<file path="config.mk">
export PLATFORM = sky130hd
export DESIGN_NAME = load_store_unit
export DESIGN_NICKNAME = d
export VERILOG_FILES = /design/src/rtl/lsu_pkg.sv /design/src/rtl/lsu_align.sv /design/src/rtl/load_store_unit.sv
export SDC_FILE = /design/constraint.sdc
export NUM_CORES = 1
export LEC_CHECK = 0
export ABC_AREA = 1
export CORE_UTILIZATION = 45
export DETAILED_ROUTE_END_ITERATION = 10
export PLACE_DENSITY = 0.8
export SYNTH_ARGS = -nofsm -noshare
export SYNTH_HDL_FRONTEND = slang
export SYNTH_HIERARCHICAL = 1
export SYNTH_SLANG_ARGS = --single-unit
</file>
<file path="constraint.sdc">
create_clock -name clk -period 2.5 [get_ports clk]
set_input_delay 0.625 -clock clk [delete_from_list [all_inputs] [get_ports clk]]
set_output_delay 0.625 -clock clk [all_outputs]
set_load 0.01 [all_outputs]
</file>
<file path="src/rtl/lsu_pkg.sv">
`default_nettype none
// ============================================================================
// Module      : lsu_pkg
// Description : Shared types and helpers for the RV32I load/store unit:
//               FSM state encoding, Funct3 access-size constants and the
//               legality/alignment check used by the top level.
// Revision    : 1.0  initial release
// ============================================================================
package lsu_pkg;

    typedef enum logic [1:0] {
        IDLE = 2'd0,
        REQ  = 2'd1,
        WAIT = 2'd2,
        DONE = 2'd3
    } lsu_state_e;

    localparam logic [2:0] F3_B  = 3'b000;
    localparam logic [2:0] F3_H  = 3'b001;
    localparam logic [2:0] F3_W  = 3'b010;
    localparam logic [2:0] F3_BU = 3'b100;
    localparam logic [2:0] F3_HU = 3'b101;

    // 1 when the access is a legal Funct3 for its direction and the byte
    // address is naturally aligned for the access size.
    function automatic logic lsu_access_ok(input logic       is_store,
                                           input logic [2:0] f3,
                                           input logic [1:0] addr_lo);
        logic ok;
        ok = 1'b0;
        case (f3)
            F3_B:    ok = 1'b1;
            F3_H:    ok = ~addr_lo[0];
            F3_W:    ok = (addr_lo == 2'b00);
            F3_BU:   ok = ~is_store;
            F3_HU:   ok = ~is_store & ~addr_lo[0];
            default: ok = 1'b0;
        endcase
        return ok;
    endfunction

endpackage
`default_nettype wire

</file>
<file path="src/rtl/lsu_align.sv">
`default_nettype none
// ============================================================================
// Module      : lsu_align
// Description : Combinational lane logic for the load/store unit.
//               Produces byte strobes and lane-replicated store data from the
//               access size and address, and extracts/extends the selected
//               lane of a bus read word.
//   funct3_i  in  3   access size/sign (Instr[14:12])
//   addr_i    in  2   low byte-address bits
//   wdata_i   in  32  store data, low bytes significant
//   rdata_i   in  32  raw bus read word
//   wstrb_o   out 4   byte enables for the access size/offset
//   wdata_o   out 32  store data replicated across lanes
//   rdata_o   out 32  sign/zero-extended load result
// Revision    : 1.0  initial release
// ============================================================================
module lsu_align (
    input  logic [2:0]  funct3_i,
    input  logic [1:0]  addr_i,
    input  logic [31:0] wdata_i,
    input  logic [31:0] rdata_i,
    output logic [3:0]  wstrb_o,
    output logic [31:0] wdata_o,
    output logic [31:0] rdata_o
);

    logic [31:0] w_byte_lane;
    logic [31:0] w_half_lane;
    logic        w_sext;

    // Shift the addressed byte/halfword down to bit 0.
    assign w_byte_lane = rdata_i >> {addr_i, 3'b000};
    assign w_half_lane = rdata_i >> {addr_i[1], 4'b0000};
    // Funct3[2] set means the unsigned (BU/HU) flavour.
    assign w_sext      = ~funct3_i[2];

    always_comb begin
        wstrb_o = 4'b1111;
        wdata_o = wdata_i;
        rdata_o = rdata_i;
        case (funct3_i[1:0])
            2'b00: begin
                wstrb_o = 4'b0001 << addr_i;
                wdata_o = {4{wdata_i[7:0]}};
                rdata_o = {{24{w_sext & w_byte_lane[7]}}, w_byte_lane[7:0]};
            end
            2'b01: begin
                wstrb_o = 4'b0011 << {addr_i[1], 1'b0};
                wdata_o = {2{wdata_i[15:0]}};
                rdata_o = {{16{w_sext & w_half_lane[15]}}, w_half_lane[15:0]};
            end
            default: begin
                wstrb_o = 4'b1111;
                wdata_o = wdata_i;
                rdata_o = rdata_i;
            end
        endcase
    end

endmodule
`default_nettype wire

</file>
<file path="src/rtl/load_store_unit.sv">
`default_nettype none
// ============================================================================
// Module      : load_store_unit
// Description : Multi-cycle data-memory interface for the RV32I core.
//               Converts a load/store into a word-aligned bus transaction
//               (req/gnt/rvalid), extends load data, stalls the core until the
//               access retires, and flags illegal/misaligned accesses and bus
//               timeouts.
//   clk        in   1   core clock
//   reset_n    in   1   asynchronous active-low reset
//   MemRead    in   1   load request (held while Stall)
//   MemWrite   in   1   store request (held while Stall); wins over MemRead
//   Funct3     in   3   access size/sign
//   ALUResult  in   32  byte address
//   WriteData  in   32  store data
//   ReadData   out  32  extended load result, valid in DONE
//   Stall      out  1   freeze PC/pipeline
//   Fault      out  1   illegal/misaligned access pulse, no bus access
//   BusError   out  1   timeout pulse in DONE
//   BusReq/BusWe/BusAddr/BusWStrb/BusWData  out  registered bus request
//   BusGnt/BusRValid/BusRData               in   bus responses
// Revision    : 1.0  initial release
// ============================================================================
module load_store_unit
    import lsu_pkg::*;
#(
    parameter int TIMEOUT_CYCLES = 256
) (
    input  logic        clk,
    input  logic        reset_n,
    input  logic        MemRead,
    input  logic        MemWrite,
    input  logic [2:0]  Funct3,
    input  logic [31:0] ALUResult,
    input  logic [31:0] WriteData,
    output logic [31:0] ReadData,
    output logic        Stall,
    output logic        Fault,
    output logic        BusError,
    output logic        BusReq,
    output logic        BusWe,
    output logic [31:0] BusAddr,
    output logic [3:0]  BusWStrb,
    output logic [31:0] BusWData,
    input  logic        BusGnt,
    input  logic        BusRValid,
    input  logic [31:0] BusRData
);

    localparam int            TW         = (TIMEOUT_CYCLES > 2) ? $clog2(TIMEOUT_CYCLES) : 1;
    localparam logic [TW-1:0] TIMER_LAST = TW'(TIMEOUT_CYCLES - 1);
    localparam logic [TW-1:0] TIMER_ONE  = TW'(1);

    lsu_state_e    state_q, state_d;
    logic [TW-1:0] timer_q, timer_d;
    logic          bus_req_q;
    logic          bus_we_q;
    logic [31:0]   bus_addr_q;
    logic [3:0]    bus_wstrb_q;
    logic [31:0]   bus_wdata_q;
    logic [31:0]   read_data_q;
    logic          bus_err_q;
    logic [2:0]    f3_q;
    logic [1:0]    addr_lo_q;

    logic          w_access;
    logic          w_legal;
    logic          w_start;
    logic          w_timeout;
    logic [2:0]    w_f3;
    logic [1:0]    w_addr_lo;
    logic [3:0]    w_wstrb;
    logic [31:0]   w_wdata;
    logic [31:0]   w_rdata_ext;

    assign w_access  = MemRead | MemWrite;
    assign w_legal   = lsu_access_ok(MemWrite, Funct3, ALUResult[1:0]);
    assign w_start   = (state_q == IDLE) & w_access & w_legal;
    assign w_timeout = ((state_q == REQ) || (state_q == WAIT)) && (timer_q == TIMER_LAST);

    // One lane unit serves both directions: in IDLE it sees the live request
    // (strobes/wdata to latch), afterwards the latched size/offset so that
    // read data is extended with the values captured at issue time.
    assign w_f3      = (state_q == IDLE) ? Funct3         : f3_q;
    assign w_addr_lo = (state_q == IDLE) ? ALUResult[1:0] : addr_lo_q;

    lsu_align u_align (
        .funct3_i (w_f3),
        .addr_i   (w_addr_lo),
        .wdata_i  (WriteData),
        .rdata_i  (BusRData),
        .wstrb_o  (w_wstrb),
        .wdata_o  (w_wdata),
        .rdata_o  (w_rdata_ext)
    );

    always_comb begin
        state_d = state_q;
        timer_d = '0;
        case (state_q)
            IDLE: begin
                if (w_start) begin
                    state_d = REQ;
                end
            end
            REQ: begin
                timer_d = timer_q + TIMER_ONE;
                if (w_timeout) begin
                    state_d = DONE;
                    timer_d = '0;
                end else if (BusGnt) begin
                    state_d = bus_we_q ? DONE : WAIT;
                end
            end
            WAIT: begin
                timer_d = timer_q + TIMER_ONE;
                if (w_timeout) begin
                    state_d = DONE;
                    timer_d = '0;
                end else if (BusRValid) begin
                    state_d = DONE;
                end
            end
            DONE: begin
                state_d = IDLE;
            end
            default: begin
                state_d = IDLE;
            end
        endcase
    end

    always_ff @(posedge clk or negedge reset_n) begin
        if (!reset_n) begin
            state_q     <= IDLE;
            timer_q     <= '0;
            bus_req_q   <= 1'b0;
            bus_we_q    <= 1'b0;
            bus_addr_q  <= '0;
            bus_wstrb_q <= '0;
            bus_wdata_q <= '0;
            read_data_q <= '0;
            bus_err_q   <= 1'b0;
            f3_q        <= '0;
            addr_lo_q   <= '0;
        end else begin
            state_q   <= state_d;
            timer_q   <= timer_d;
            // Set on the edge into DONE, so it is high for exactly the DONE cycle.
            bus_err_q <= w_timeout;

            if (w_start) begin
                bus_req_q   <= 1'b1;
                bus_we_q    <= MemWrite;
                bus_addr_q  <= {ALUResult[31:2], 2'b00};
                bus_wstrb_q <= MemWrite ? w_wstrb : 4'b0000;
                bus_wdata_q <= MemWrite ? w_wdata : 32'h0;
                f3_q        <= Funct3;
                addr_lo_q   <= ALUResult[1:0];
            end else if ((state_q == REQ) && (BusGnt || w_timeout)) begin
                bus_req_q <= 1'b0;
            end

            if (w_timeout) begin
                read_data_q <= '0;
            end else if ((state_q == WAIT) && BusRValid) begin
                read_data_q <= w_rdata_ext;
            end
        end
    end

    assign Stall    = w_access & w_legal & (state_q != DONE);
    assign Fault    = (state_q == IDLE) & w_access & ~w_legal;
    assign BusError = bus_err_q;
    assign BusReq   = bus_req_q;
    assign BusWe    = bus_we_q;
    assign BusAddr  = bus_addr_q;
    assign BusWStrb = bus_wstrb_q;
    assign BusWData = bus_wdata_q;
    assign ReadData = read_data_q;

endmodule
`default_nettype wire
</file>
After elaboration in Yosys (flattened, before gate mapping)
Cells that the tools add are included.

word-level totals
  flip-flop bits (word level) = 116
  logic and storage cells = 76
  input bits = 105
  output and inout bits = 105

operators by class
  equality and inequality tests = 13
  muxes and demuxes = 21
  reduce and logical (&&, ||, !) cells = 13
  shift-type cells = 4
  bitwise logic cells = 13
  $add $sub $neg = 1

operator list
  kind                   count
  $pmux W32 S2           2
  $mux W32               3
  $shr A32 B5 Y16        1
  $shr A32 B5 Y8         1
  $mux W8                2
  $mux W2                6
  $add A8 B1 Y8 const B  1
  $and A1 B1 Y1          8
  $eq A8 B8 Y1 const B   1
  $pmux W2 S4            1
  $pmux W4 S2            1
  $eq A3 B3 Y1 const B   2
  $logic_not A2 Y1       3
  $ne A3 B3 Y1 const B   2
  $pmux W1 S5            1
  $eq A2 B1 Y1 const B   2
  $eq A2 B2 Y1 const B   2
  $mux W4                1
  $ne A2 B2 Y1 const B   2
  $not A1 Y1             4
  $reduce_bool A2 Y1     2
  $shl A1 B2 Y4 const A  1
  $shl A2 B2 Y4 const A  1
  $eq A3 B1 Y1 const B   1
  other kinds (9)        14

Logic depth before layout (Yosys ltp)
Gate-level depths: netlist of run 1.

  depth in word-level cells = 7
  mapped depth = 16
  gate-level depth less buffers = 14

Modules after synthesis
Netlist of run 1, hierarchy kept.

modules (own cells, without submodules)
  module           cells an instance  area each (um^2)  instances  seq. area each (um^2)
  load_store_unit  509                4893.4            1          2902.8
  lsu_align        236                1081.0            1          0.0

Worst setup path after synthesis of run 1
Ideal clock, no wire load.

  kind = register to register
  start = reg state_q[0]
  end = reg bus_wdata_q[31], in the netlist BusWData[31]
  buffers on the path = 2
  library setup time = 121 ps
  data required time = 2379 ps
  arrival time = 2019 ps
  path slack = 360 ps
  stages on the path, launching flop included = 10
  path through = dfrtp_1 > inv_1 > ha_1 > o21ai_0 > nor2_4 > buf_4 > buf_4 > nand2_1 > nand3_1 > a22o_1

between the ends
  longest elaborated chain between the ends = 5
  elaborated cells on any way between the ends = 8
  those cells by class = eq/ne (1); mux (3); bitwise (2); reduce/logical (2)

ends and longest elaborated chain
  element                                                  RTL line                text
  from (decl)                                              load_store_unit.sv:54   lsu_state_e state_q, state_d;
  from (signal assigned)                                   load_store_unit.sv:147  state_q <= state_d;
  $logic_not A2 Y1 (*)                                     load_store_unit.sv:84   assign w_f3 = (state_q == IDLE) ? Funct3 : f3_q;
  $mux W3 (*)                                              load_store_unit.sv:84
  net w_f3[0]                                              load_store_unit.sv:70   logic [2:0] w_f3;
  $eq A2 B1 Y1 / $logic_not A2 Y1 (equally long branches)  lsu_align.sv:41         case (funct3_i[1:0])
  $pmux W32 S2 (*)                                         lsu_align.sv:41
  net w_wdata[31]                                          load_store_unit.sv:73   logic [31:0] w_wdata;
  $mux W32 (*)                                             load_store_unit.sv:157  bus_wdata_q <= MemWrite ? w_wdata : 32'h0;
  to (signal assigned)                                     load_store_unit.sv:157
  to (decl)                                                load_store_unit.sv:60   logic [31:0] bus_wdata_q;

The timed path passes the listed nets; every way through them passes the cells marked *.
A chain may end at the register's enable or synchronous reset.

Worst setup path in the final report of run 1
  start = in Funct3[1]
  end = out Stall

between the ends
  longest elaborated chain between the ends = 4
  elaborated cells on any way between the ends = 8
  those cells by class = eq/ne (4); mux (1); bitwise (2); reduce/logical (1)

ends and longest elaborated chain
  element                                     RTL line                text
  from (decl)                                 load_store_unit.sv:33   input logic [2:0] Funct3,
  $eq A3 B3 Y1, or another cell as far along  lsu_pkg.sv:31           case (f3)
  $pmux W1 S5 (*)                             lsu_pkg.sv:31
  $and A1 B1 Y1 (*) (2 in a row)              load_store_unit.sv:172  assign Stall = w_access & w_legal & (state_q != DONE);
  to (decl)                                   load_store_unit.sv:37   output logic Stall,

Mark *: on every way between the ends. The rest lies on a longest branch, timed or not.

==> results of run 1 <==
-- sequential cells by signal, summed over array words and instances (netlist names) --
name	count
BusReq	1
BusAddr	30
timer_q	8
ReadData	32
BusWStrb	4
f3_q	3
BusWData	32
BusWe	1
BusError	1
state_q	2
addr_lo_q	2
-- how the worst min path moves through the flow --
stage                           start      endpoint  slack (ns)  cells past startpoint
after global placement         BusReq        BusReq        0.46                      2
final                         reset_n  ReadData[15]        0.14                      1
after global routing          reset_n  ReadData[17]        0.17                      1
after floorplan               reset_n   BusAddr[10]        0.33                      0
after CTS                     reset_n  ReadData[17]        0.14                      1
after detailed placement  BusAddr[14]   BusAddr[14]        0.46                      2
-- cell type report --
| cell class | instances | share of cell area, % |
|---|---|---|
| Sequential cell | 116 | 32.53 |
| Timing Repair Buffer | 249 | 27.93 |
| Multi-Input combinational cell | 488 | 26.78 |
| Clock buffer | 21 | 5.273 |
| Inverter | 96 | 4.137 |
| Tap cell | 172 | 2.412 |
| Clock inverter | 10 | 0.9255 |
-- kinds of logic after synthesis --
logic type	after synthesis	synth area share (%)
simple gates	388	27.18
compound gates	90	10.74
other cells	1	0.06277
buf+inv	142	11.94
xor+xnor	3	0.4399
fa+ha+maj	5	1.047
flops	116	48.59
-- worst reg2reg max path: stages, from the launching register on --
cell,delay [ns]
dfrtp_1,0.43
inv_1,0.13
ha_2,0.28
inv_2,0.12
o21ai_4,0.28
buf_12,0.16
inv_8,0.03
nand2_4,0.07
nor2_4,0.05
nor2_2,0.28
nand2_1,0.10
nand3_1,0.14
a31oi_1,0.09
inv_1,0.06
-- cells in the mapped netlist (3+ instances only) --
| cell | count | share of area, % |
|---|---|---|
| clkbuf_1 | 7 | 0.44 |
| a22o_1 | 36 | 5.3 |
| nor2_1 | 42 | 2.6 |
| buf_4 | 18 | 2.3 |
| nand2_1 | 269 | 17 |
| a31oi_1 | 32 | 3.4 |
| dfrtp_1 | 116 | 49 |
| inv_1 | 91 | 5.7 |
| nor2_2 | 3 | 0.31 |
| buf_1 | 3 | 0.19 |
| inv_2 | 3 | 0.19 |
| nand3_2 | 3 | 0.50 |
| o21ai_0 | 16 | 1.3 |
| ha_1 | 5 | 1.0 |
| nor2_4 | 3 | 0.57 |
| buf_6 | 13 | 2.5 |
| buf_2 | 5 | 0.42 |
| nand4_1 | 3 | 0.31 |
| nand3_1 | 56 | 4.7 |
-- metal layers --
metal,up-vias,wire length [µm]
met5,-,0
met4,0,574
met3,47,1490
met2,282,8463
met1,2683,7083
li1,2806,-
-- through the flow --
stage / setup WS (ns) / util [%] / area, µm² / hold slack, ns / cells
2_1_floorplan: 0.3603 / - / 5978 / 0.3294 / 746
6_report: 0.1023 / 69.85 / 8922 / 0.1440 / 1152
5_1_grt: 0.03574 / 69.85 / 8922 / 0.1704 / 1152
3_3_place_gp: -0.3104 / 65.43 / 8358 / 0.4566 / 1121
3_5_place_dp: -0.3163 / 65.43 / 8358 / 0.4641 / 1121
4_1_cts: 0.01592 / 69.82 / 8919 / 0.1442 / 1152
-- repair_timing --
action                     4_1_cts  5_1_grt
setup endpoints to repair        2        7
hold buffers                     0        0
gates resized for setup          6        9
cloned                           0        0
pin swaps                        0        1
-- power by group through the flow --
stage          logic, mW  registers, mW  clock network (mW)
5_1_grt             6.59           3.17                2.37
3_3_place_gp        5.84           3.07                   0
6_report            6.01           3.09                2.26
2_1_floorplan       2.86           3.39                   0
4_1_cts             5.98           3.09                2.28
3_5_place_dp        5.91           3.10                   0
==> impl_metrics.env, run 1 <==
export IMPL_r2r_slack_ns=0.23
export IMPL_hold_class="in2async"
export IMPL_setup_violations=0
export IMPL_antenna_cells=0
export IMPL_path_common_cell="nand2_1"
export IMPL_multiInputGateArea_mm2=0.002390
export IMPL_die_w_um=117.2
export IMPL_pwr_share_comb_pct=52.9
export IMPL_critical_path_endpoint="Stall"
export IMPL_synth_edf_count=0
export IMPL_finalHoldViolations=0
export IMPL_use_met1_pct=31.25
export IMPL_grt_pass1_wl_mm=26.85
export IMPL_leakagePower_nw=4.549
export IMPL_period_minus_slack_ns=2.398
export IMPL_clkSinkCount=116
export IMPL_setup_tns_ns=0
export IMPL_clkPwrFrac_pct=19.9
export IMPL_cts_tree="built"
export IMPL_via_per_inst=5.050
export IMPL_min_period_over_period_pct=95.91
export IMPL_powerDensity_mw_per_mm2=1273
export IMPL_final_common_cell="nand2_1"
export IMPL_synthDistinctLibCells=36
export IMPL_critPathMaxFanout=2
export IMPL_clk_latency_ns=0.42
export IMPL_syn_area_mm2=0.005974
export IMPL_cp_cell_sequence="clkdlybuf4s50_1, inv_1, nand2_1, nand2_1, and2_4, nor3b_4, buf_2"
export IMPL_crit_type="in2out"
export IMPL_grt_max_degree=51
export IMPL_synth_warnings=6
export IMPL_antenna_found_initial=0
export IMPL_cp_startpoint="Funct3[1]"
export IMPL_boundaryPins=210
export IMPL_root_buffer="clkbuf_16"
export IMPL_power_switching_mw=4.379
export IMPL_syn_area_per_cell_um2=8.019
export IMPL_ant_nets=0
export IMPL_use_met3_pct=6.694
export IMPL_rsz0062_at_grt="no"
export IMPL_clock_skew_ns=0.01068
export IMPL_core_area_mm2=0.01277
export IMPL_p_int_mw=6.977
export IMPL_drc=0
export IMPL_power_mw=11.36
export IMPL_max_stage_delay_ns=0.42
export IMPL_drt_wl_total_mm=17.61
export IMPL_fmax_mhz=417.1
export IMPL_end_kind="primary output"
export IMPL_p_sw_share_pct=38.56
export IMPL_wl_per_cell_um=15.29
export IMPL_die_y_um=117.2
export IMPL_seq_area_mm2=0.002903
export IMPL_synth_seq_cells=116
export IMPL_crit_buf_inv=3
export IMPL_syn_inst=745
export IMPL_grt_pass1_vias=5386
export IMPL_mostFrequentLayoutCells="nand2_1 (269), clkdlybuf4s50_1 (202), dfrtp_1 (116), inv_1 (91), nand3_1 (56)"
export IMPL_synth_seq_area_share_pct=48.59
export IMPL_post_cts_setup_buffer_count=0
export IMPL_clk_pin_slew_worst_paths_ns=0.06
export IMPL_drt_pass1_iterations=5
export IMPL_ys_async_sr_fraction_pct=100.0
export IMPL_area_delta_synth_final_pct=49.34
export IMPL_cp_slowest_cell="clkdlybuf4s50_1"
export IMPL_r2r_start="state_q[0]"
export IMPL_drive_above_1_share_pct=10.00
export IMPL_cp_required_ns=1.88
export IMPL_ir_drop_v=0.0006960
export IMPL_drtIter0Drc=466
export IMPL_r2r_end="ReadData[9]"
export IMPL_arrival_ns=1.77
export IMPL_seqPwrFrac_pct=27.2
export IMPL_slew_viol_final=0
export IMPL_dieArea_mm2=0.01374
export IMPL_grt_busiest_layer="met2"
export IMPL_synthFlopType="dfrtp_1"
export IMPL_port_buffers=207
export IMPL_place_gp_congestion=0.9097
export IMPL_htree_levels=4
export IMPL_reg2reg_depth=13
export IMPL_grt_use_total_pct=25.98
export IMPL_nets=1078
export IMPL_vias=5818
export IMPL_initial_core_util_pct=46.77
export IMPL_cts_buffer_depth=2
export IMPL_cap_violations=0
export IMPL_worstSetupPathDepth=7
export IMPL_start_kind="input port"
export IMPL_outcome="finished clean"
export IMPL_gr_total_overflow=0
export IMPL_hpwlAfterDp_mm=12.22
export IMPL_rows=41
export IMPL_path_delay_family="buffers and inverters"
export IMPL_grtUsageMet2_pct=43.37
export IMPL_fillers=986
export IMPL_cts_buffers=17
Note: power is estimated with default switching activity, not from simulation.
==> inputs of run 2 (changes only) <==
- CORE_UTILIZATION: 45 -> 46
- PLACE_DENSITY: 0.8 -> 0.81
==> run 2 against run 1 <==
Hold slack lost 0.038 ns; non-clock buffer count down 3; die area is 2.1% lower; sequential power hardly changed; register-to-register slack improved by 0.02 ns; total power up 3.0%; fmax decreased by 0.18%; clock-buffer cell count shrank 3; highest routed layer unchanged.
==> impl_metrics.env, run 2 (synthesis results as in run 1) <==
export IMPL_clk_latency_ns=0.42
export IMPL_grt_use_total_pct=27.34
export IMPL_rows=41
export IMPL_drc=0
export IMPL_period_minus_slack_ns=2.402
export IMPL_r2r_end="ReadData[5]"
export IMPL_dieArea_mm2=0.01345
export IMPL_drt_wl_total_mm=17.62
export IMPL_cts_buffers=17
export IMPL_arrival_ns=1.78
export IMPL_cap_violations=0
export IMPL_start_kind="input port"
export IMPL_rsz0062_at_grt="no"
export IMPL_ctsHoldBuffers=0
export IMPL_die_w_um=116.0
export IMPL_cts_buffer_depth=2
export IMPL_multiInputGateArea_mm2=0.002391
export IMPL_powerDensity_mw_per_mm2=1303
export IMPL_post_cts_setup_buffer_count=0
export IMPL_final_common_cell="nand2_1"
export IMPL_grt_pass1_vias=5608
export IMPL_boundaryPins=210
export IMPL_cp_cell_sequence="clkdlybuf4s50_1, inv_1, nand2_1, nand2_1, and2_1, nor3_1, buf_2"
export IMPL_crit_buf_inv=3
export IMPL_mostFrequentLayoutCells="nand2_1 (269), clkdlybuf4s50_1 (202), dfrtp_1 (116), inv_1 (90), nand3_1 (56)"
export IMPL_ant_nets=0
export IMPL_die_y_um=116.0
export IMPL_port_buffers=207
export IMPL_drive_above_1_share_pct=9.724
export IMPL_clk_pin_slew_worst_paths_ns=0.06
export IMPL_vias=5814
export IMPL_path_common_cell="nand2_1"
export IMPL_fillers=993
export IMPL_instances_no_fill=1149
export IMPL_finalHoldViolations=0
export IMPL_cp_required_ns=1.88
export IMPL_leakagePower_nw=4.566
export IMPL_nets=1075
export IMPL_crit_type="in2out"
export IMPL_hold_slack_ns=0.1058
export IMPL_grt_pass1_wl_mm=27.76
export IMPL_place_gp_congestion=0.9138
export IMPL_cts_tree="built"
export IMPL_end_kind="primary output"
export IMPL_worstSetupPathDepth=7
export IMPL_preCtsSetupSlack_ns=-0.3516
export IMPL_drt_pass1_iterations=8
export IMPL_path_delay_family="buffers and inverters"
export IMPL_via_per_inst=5.060
export IMPL_critical_path_endpoint="Fault"
export IMPL_antenna_found_initial=0
export IMPL_r2r_slack_ns=0.25
export IMPL_setup_ws_ns=0.09803
export IMPL_grt_max_degree=54
export IMPL_wl_per_cell_um=15.34
export IMPL_seq_area_mm2=0.002903
export IMPL_fmax_mhz=416.3
export IMPL_drtIter0Drc=369
export IMPL_setup_violations=0
export IMPL_max_stage_delay_ns=0.48
export IMPL_area_delta_synth_final_pct=50.30
export IMPL_hpwlAfterDp_mm=12.38
export IMPL_placed_cells_incl_taps=1118
export IMPL_clkSinkCount=116
export IMPL_initial_core_util_pct=47.34
export IMPL_antenna_cells=0
export IMPL_r2r_start="state_q[0]"
export IMPL_ir_drop_v=0.0006589
export IMPL_hold_class="in2async"
export IMPL_cp_startpoint="Funct3[1]"
export IMPL_root_buffer="clkbuf_16"
export IMPL_slew_viol_final=0
export IMPL_cp_slowest_cell="clkdlybuf4s50_1"
export IMPL_critPathMaxFanout=2
export IMPL_htree_levels=4
export IMPL_reg2reg_depth=14
export IMPL_outcome="finished clean"
export IMPL_gr_total_overflow=0
export IMPL_core_area_mm2=0.01262
export IMPL_min_period_over_period_pct=96.08
export IMPL_clock_skew_ns=0.007473
-- run 2: cell types whose count changed in the layout (fill, tap and decap cells not counted), moves of 2 or more --
cell / delta
bufinv_16: +4
buf_4: -3
clkbuf_8: -3
clkinv_2: -3
inv_6: +2
-- run 2: worst register-to-register path, delay by kind of cell (launching register included) --
kind / cells / cell delay (ns)
flip-flops: 1 / 0.43
buffers and inverters: 6 / 0.58
AO/OA/AOI/OAI: 2 / 0.46
AND/OR/NAND/NOR: 5 / 0.48
adder cells (fa/ha/maj): 1 / 0.21
-- run 2: timing repair --
item	in CTS	in global routing
pin swaps	0	1
setup endpoints to repair	2	27
resized for setup	11	6
hold endpoints to repair	0	0
-- run 2: through the flow --
stage	power (mW)	setup TNS (ns)	instance area [µm²]	utilization, %
CTS	11.67	0	8974	71.11
detailed placement	8.954	-1.529	8335	66.05
global placement	8.818	-0.8144	8335	66.05
floorplan	6.247	0	5978	-
finish	11.70	0	8980	71.16
global route	12.49	0	8980	71.16
-- run 2: power breakdown --
part	switching [mW]	total [mW]	internal [mW]
Sequential	0.430	3.08	2.65
Clock	0.891	2.65	1.76
Combinational	3.12	5.96	2.84
Total	4.44	11.7	7.26
-- run 2: layout make-up --
| cell class | instances | area share [%] |
|---|---|---|
| sequential | 116 | 32.33 |
| timing repair buffer | 246 | 27.46 |
| tap | 172 | 2.397 |
| clock buffer | 18 | 4.779 |
| inverter | 96 | 4.110 |
| multi-input combinational | 488 | 26.63 |
| clock inverter | 13 | 2.299 |
-- run 2: worst min-delay path by stage --
stage / endpoint / slack [ns] / startpoint / depth (start not counted)
after floorplan: BusAddr[10] / 0.33 / reset_n / 0
after global placement: BusReq / 0.45 / BusReq / 2
after detailed placement: BusReq / 0.46 / BusReq / 2
after CTS: BusWData[1] / 0.10 / reset_n / 1
after global routing: BusWData[20] / 0.11 / reset_n / 1
final: BusWData[1] / 0.11 / reset_n / 1
-- run 2: metal layers --
layer | GRT usage [%] | wire length (µm) | share of wire, % | vias up
met3 | 6.747 | 1426 | 8.1 | 52
met1 | 32.92 | 6891 | 39 | 2691
li1 | - | - | - | 2795
met5 | 0 | 0 | 0 | -
met4 | 13.59 | 641 | 3.6 | 0
met2 | 45.71 | 8664 | 49 | 276
